==> src/rtl/set_bit_scanner_if.sv <==
// rtl/set_bit_scanner_if.sv - load/position handshake bundle for set_bit_scanner
// Master side offers vectors and consumes indices; slave side is the scanner.
interface set_bit_scanner_if #(
  parameter int N     = 10,
  parameter int POS_W = $clog2(N)
);
  logic             load_valid;
  logic             load_ready;
  logic [N-1:0]     load_data;
  logic             flush;
  logic             pos_valid;
  logic             pos_ready;
  logic [POS_W-1:0] pos_out;
  logic             pos_last;
  logic             done;

  modport master (
    output load_valid, load_data, flush, pos_ready,
    input  load_ready, pos_valid, pos_out, pos_last, done
  );

  modport slave (
    input  load_valid, load_data, flush, pos_ready,
    output load_ready, pos_valid, pos_out, pos_last, done
  );
endinterface

==> src/rtl/set_bit_scanner.sv <==
// rtl/set_bit_scanner.sv - emits indices of set bits of a loaded vector, lowest first
// One index per accepted handshake; flush/rst abandon the scan without a done pulse.
module set_bit_scanner #(
  parameter int  N     = 10,
  localparam int POS_W = $clog2(N)
) (
  input  logic             clk,
  input  logic             rst,
  set_bit_scanner_if.slave bus
);

  typedef enum logic {
    IDLE = 1'b0,
    EMIT = 1'b1
  } state_e;

  state_e           state_q, state_d;
  logic [N-1:0]     remaining_q, remaining_d;
  logic             done_q, done_d;

  logic [N-1:0]     rem_minus1;
  logic [N-1:0]     lowest_bit;
  logic [N-1:0]     rem_cleared;
  logic [POS_W-1:0] lowest_idx;
  logic             is_last;

  // Isolate the lowest set bit (r & ~(r-1)) and one-hot encode it.
  always_comb begin
    rem_minus1  = remaining_q - N'(1);
    lowest_bit  = remaining_q & ~rem_minus1;
    rem_cleared = remaining_q & rem_minus1;
    is_last     = (rem_cleared == '0);
    lowest_idx  = '0;
    for (int i = 0; i < N; i++) begin
      if (lowest_bit[i]) begin
        lowest_idx = lowest_idx | POS_W'(i);
      end
    end
  end

  always_ff @(posedge clk) begin
    if (rst) begin
      state_q     <= IDLE;
      remaining_q <= '0;
      done_q      <= 1'b0;
    end else begin
      state_q     <= state_d;
      remaining_q <= remaining_d;
      done_q      <= done_d;
    end
  end

  always_comb begin
    state_d     = state_q;
    remaining_d = remaining_q;
    done_d      = 1'b0;
    if (bus.flush) begin
      state_d     = IDLE;
      remaining_d = '0;
    end else begin
      case (state_q)
        IDLE: begin
          if (bus.load_valid) begin
            remaining_d = bus.load_data;
            if (bus.load_data != '0) begin
              state_d = EMIT;
            end else begin
              done_d = 1'b1;
            end
          end
        end
        EMIT: begin
          if (bus.pos_ready) begin
            remaining_d = rem_cleared;
            if (is_last) begin
              state_d = IDLE;
              done_d  = 1'b1;
            end
          end
        end
        default: begin
          state_d     = IDLE;
          remaining_d = '0;
        end
      endcase
    end
  end

  always_comb begin
    bus.load_ready = (state_q == IDLE);
    bus.pos_valid  = (state_q == EMIT);
    bus.pos_out    = (state_q == EMIT) ? lowest_idx : '0;
    bus.pos_last   = (state_q == EMIT) && is_last;
    bus.done       = done_q;
  end

endmodule

==> src/flat_wrapper.sv <==
// flat-port wrapper written by rule: the top's interface ports become plain ports
module set_bit_scanner_flat 
#(
  parameter int  N     = 10,
  localparam int POS_W = $clog2(N)
)
  (clk, rst, bus_load_valid, bus_load_data, bus_flush, bus_pos_ready, bus_load_ready, bus_pos_valid, bus_pos_out, bus_pos_last, bus_done);
  set_bit_scanner_if #(.N(N)) bus_i ();
  input  logic clk;
  input  logic rst;
  input wire logic [$bits(bus_i.load_valid)-1:0] bus_load_valid;
  input wire logic [$bits(bus_i.load_data)-1:0] bus_load_data;
  input wire logic [$bits(bus_i.flush)-1:0] bus_flush;
  input wire logic [$bits(bus_i.pos_ready)-1:0] bus_pos_ready;
  output wire logic [$bits(bus_i.load_ready)-1:0] bus_load_ready;
  output wire logic [$bits(bus_i.pos_valid)-1:0] bus_pos_valid;
  output wire logic [$bits(bus_i.pos_out)-1:0] bus_pos_out;
  output wire logic [$bits(bus_i.pos_last)-1:0] bus_pos_last;
  output wire logic [$bits(bus_i.done)-1:0] bus_done;
  assign bus_i.load_valid = bus_load_valid;
  assign bus_i.load_data = bus_load_data;
  assign bus_i.flush = bus_flush;
  assign bus_i.pos_ready = bus_pos_ready;
  assign bus_load_ready = bus_i.load_ready;
  assign bus_pos_valid = bus_i.pos_valid;
  assign bus_pos_out = bus_i.pos_out;
  assign bus_pos_last = bus_i.pos_last;
  assign bus_done = bus_i.done;
  set_bit_scanner #(.N(N)) u_core (.clk(clk), .rst(rst), .bus(bus_i));
endmodule
==> config.mk <==
export PLATFORM = sky130hd
export DESIGN_NAME = set_bit_scanner_flat
export DESIGN_NICKNAME = d
export VERILOG_FILES = /design/src/rtl/set_bit_scanner_if.sv /design/src/rtl/set_bit_scanner.sv /design/src/flat_wrapper.sv
export SDC_FILE = /design/constraint.sdc
export NUM_CORES = 1
export LEC_CHECK = 0
export CELL_PAD_IN_SITES_DETAIL_PLACEMENT = 1
export CELL_PAD_IN_SITES_GLOBAL_PLACEMENT = 2
export CORE_MARGIN = 2
export CORE_UTILIZATION = 30
export CTS_CLUSTER_SIZE = 25
export DETAILED_ROUTE_END_ITERATION = 16
export DONT_BUFFER_PORTS = 1
export GPL_TIMING_DRIVEN = 0
export PLACE_DENSITY = 0.79
export SYNTH_ARGS = -nofsm -noshare
export SYNTH_HDL_FRONTEND = slang
export SYNTH_SLANG_ARGS = --single-unit
==> constraint.sdc <==
create_clock -name clk -period 1.81 [get_ports clk]
set_input_delay 0.362 -clock clk [delete_from_list [all_inputs] [get_ports clk]]
set_output_delay 0.362 -clock clk [all_outputs]
set_load 0.02 [all_outputs]
==> Yosys cells after proc, flatten, opt, wreduce, memory -nomap -nowiden <==
Index checks and enable logic that the tools add are counted.
{ "totals": {"register_bits": 12, "inputBits": 15, "out_inout_bits": 8, "word_cells": 38} }
{ "classes": {"n_addsub": 1, "eq_ne": 2, "n_mux": 23, "bitwise": 4, "reduce_logical": 5} }
{ "op_table": {"columns": ["operator", "n"], "rows": [
  ["$and 10x10->10", 2],
  ["$mux 10", 2],
  ["$pmux 10 s2", 1],
  ["$mux 3", 4],
  ["$mux 4", 3],
  ["$logic_not 10->1", 1],
  ["$not 10->10", 1],
  ["$reduce_bool 10->1", 1],
  ["$sub 10x1->10 const B", 1],
  ["$mux 1", 9],
  ["$mux 2", 2],
  ["$ne 2x2->1 const B", 2],
  ["$pmux 1 s2", 2],
  ["$reduce_and 2->1", 1],
  ["$reduce_or 2->1", 1],
  ["$logic_and 1x1->1", 1],
  ["$not 1->1", 1]
]} }

==> Longest topological paths before layout <==
{ "depth": {"word_depth": 13, "depth_mapped": 6, "mapped_depth_nobuf": 5} }

==> Least setup slack after synthesis <==
Ideal clock, no wire load.
{ "synth_path": {"path_kind": "reg2out", "start": "register u_core.remaining_q[1]", "end": "output port bus_pos_last", "arrival_time_ns": 1.523, "t_required_ns": 1.448, "path_slack_ns": -0.075, "stages_incl_launch_ff": 7, "path_buffers": 1, "path_cell_list": "dfxtp_1 -> buf_6 -> nor4_4 -> and2_4 -> nand3b_2 -> a211oi_2 -> and2_1"} }
{ "synth_via": {"elab_chain_len": 4} }
{ "synth_lines": {"columns": ["element", "line_no", "text"], "rows": [
  ["from (decl)", "set_bit_scanner.sv:18", "logic [N-1:0] remaining_q, remaining_d;"],
  ["from (signal assigned)", "set_bit_scanner.sv:48", "remaining_q <= remaining_d;"],
  ["$sub 10x1->10", "set_bit_scanner.sv:29", "rem_minus1 = remaining_q - N'(1);"],
  ["$and 10x10->10 (*)", "set_bit_scanner.sv:31", "rem_cleared = remaining_q & rem_minus1;"],
  ["$logic_not 10->1 (*)", "set_bit_scanner.sv:32", "is_last = (rem_cleared == '0);"],
  ["$logic_and 1x1->1 (*)", "set_bit_scanner.sv:93", "bus.pos_last = (state_q == EMIT) && is_last;"],
  ["to (decl)", "flat_wrapper.sv:18", "output wire logic [$bits(bus_i.pos_last)-1:0] bus_pos_last;"]
]} }
Mark *: on every way between the ends. The rest lies on a longest branch, timed or not.

==> Final worst setup path <==
{ "layout_path": {"start": "register u_core.remaining_q[5]", "end": "output port bus_pos_last"} }
Same word-level chain as after synthesis.

==> reports/results.ini <==
[status]
status = finished with violations
violations = setup timing

[power_and_ir_drop]
ir_worst_vdd_v = 0.000355
p_per_area_nw_per_um2 = 664
leakage_nw = 0.354

[hold_path]
min_path_cells = 1
hp-start = bus_pos_ready
hp-class = input port to flip-flop
worst_hold_path.endpoint = u_core.bus.pos_valid$_SDFF_PP0_

[sta]
drv_slew = 0
fmax_mhz = 466
layout_setup_ws_ps = -334
period_needed_ps = 2140
rsz0062_at_grt = true
tightest_slew_ps = 473
hold_viol = 0
worst_clock_skew_ps = 0.455
whs_ps = 179
setup_violations = 3
period_share = 1.18
relSlewSlack = 0.685

[floorplan]
die_w_um = 54.8
fp-row-count = 18
core_um2 = 2450
fp.dieH_um = 54.8
io_pins = 23
die_area_um2 = 3000
start_util = 0.315

[synth]
yosysSeqAreaShare = 0.311
synth-seq-cells = 12
yosys_most_used_dff = dfxtp_1
yosys_warnings = 0
synth_largest_area_cell = dfxtp_1
yosysTopAreaCellShare = 0.311
synthCells = 100
yosys-top-cells-area = dfxtp_1, a21oi_1, nand2_1
syn-cell-area_um2 = 773
avgSynthCellArea_um2 = 7.73
synthArstFlopShare = 0
synth-edff-count = 0
ys_types = 33
syn_nets = 115

[drt]
ant_nets = 0
num_vias = 787
drcViolationCount = 0
routedWlPerCell_um = 17.9
first_pass_iters = 4
vias_per_cell = 5.58
dr.first_iter.drc_count = 8
wl_mm = 2.52

[placed_design]
pre_cts_ws_ps = -255
portBuffers = 0
post-dp-hpwl_mm = 1.79
routabilityCongestion = 0.703
place_inst = 130

[cts]
root_buffer = clkbuf_4
cts-buffers-inserted = 3
htree_levels = 1
clkSinkCount = 12
clk_pin_slew_ps = 80
worstSkewPairLatency_ps = 280
cts_buffer_depth = 2
cts_tree = built

[layout]
final_cells = 141
drive_above_1_share = 0.342
nNetsFinal = 127
layout_common_cells = a21oi_1, nand2_1, nor2_1
n_antenna_cell = 0
area_delta_synth_final_pct = 29.0

[global_route]
grt.overflow.total = 0
grt_pass1_vias = 795
grt_max_degree = 11
grt_pass1_wl_mm = 3.86
antenna_found_initial = 0
track_usage = 0.187

[critical_path]
cpMaxStageDelayCell = dfxtp_1
endpoint_kind = output port
cp_top_family = simple AND/OR/NAND/NOR gates
cp.buffers_inverters = 0
reg2reg_to = u_core.remaining_q[7]$_SDFFE_PP0P_
path_cells = maj3_2, nor4_4, nor3_2, a211oi_2, and2_4
worst_ep_required_time_ps = 1450
rrSetupSlack_ps = 150
cp-start-kind = flip-flop
critPathMaxFanout = 6
slowest_delay_ps = 380
crit_type = flip-flop to output port
crit_arrival_ps = 1780
reg2regPathDepth = 6
r2r_start = u_core.remaining_q[0]$_SDFFE_PP0P_

[run]
max_cap_violations = 0

## worst max path at each step
stage	start	to	slack, ps	depth (start not counted)
final	u_core.remaining_q[5]$_SDFFE_PP0P_	bus_pos_last	-330	5
after global routing	u_core.remaining_q[0]$_SDFFE_PP0P_	bus_pos_last	-450	5
after CTS	u_core.remaining_q[0]$_SDFFE_PP0P_	bus_pos_last	-390	5
after detailed placement	u_core.remaining_q[1]$_SDFFE_PP0P_	bus_pos_last	-260	6
after floorplan	u_core.remaining_q[1]$_SDFFE_PP0P_	bus_pos_last	-50	6
after global placement	u_core.remaining_q[1]$_SDFFE_PP0P_	bus_pos_last	-210	6
## registers in the layout, summed over array words and instances, names as in the netlist
signal                cells
u_core.bus.done           1
u_core.bus.pos_valid      1
u_core.remaining_q       10
## Yosys cell counts, types with 2 or more instances
master and number:
o311ai_0 2, inv_1 4, nor4_1 4, a22oi_1 3, nand3_1 2, dfxtp_1 12, o21ai_0 6, a21oi_1 12
nor3_1 5, maj3_1 2, o32a_1 2, clkbuf_1 2, buf_6 2, a21o_1 2, nor2_1 11, nand2_1 12
## where the power goes
group	internal, mW	leakage, nW	switching, mW	total [mW]
clock network	0.122	0.0210	0.0978	0.220
logic	0.0715	0.232	0.0820	0.153
registers	0.270	0.101	0.0186	0.289
## stage by stage
stage | total power, mW | setup TNS, ps | area, um^2 | utilization
global route | 0.694 | -1090 | 997 | 0.406
floorplan | 0.379 | -45.3 | 781 | -
CTS | 0.652 | -695 | 962 | 0.392
finish | 0.662 | -710 | 997 | 0.406
global placement | 0.399 | -273 | 818 | 0.333
detailed placement | 0.404 | -329 | 818 | 0.333
## routing by layer
metal | wire length [um] | track usage | up-vias
met5 | 0 | 0 | -
met4 | 46 | 0.0875 | 0
met3 | 82 | 0.0301 | 5
met2 | 1200 | 0.292 | 14
met1 | 1190 | 0.249 | 373
li1 | - | - | 395
## area by class of cell
type	count	area, um^2
Clock buffer	4	36.3
Multi-Input combinational cell	79	553
Fill cell	303	1460
Buffer	4	32.5
Sequential cell	12	255
Tap cell	30	37.5
Inverter	4	18.8
Timing Repair Buffer	8	63.8
## logic make-up (layout without fill, tap and decap cells)
group                    Yosys count  count (layout)  share of synthesized area
AND/OR/NAND/NOR                   43              43                      0.291
AO/OA/AOI/OAI                     34              34                      0.296
flip-flops                        12              12                      0.311
buffers and inverters              9              20                     0.0760
adder cells (fa/ha/maj)            2               2                     0.0259
## timing repair
item,4_1_cts,5_1_grt
setup endpoints to repair,5,5
gates cloned,0,0
pin swaps,10,4
buffers inserted,6,2
gates resized for setup,22,5
hold buffers,0,0
(Power assumes the default switching activity.)
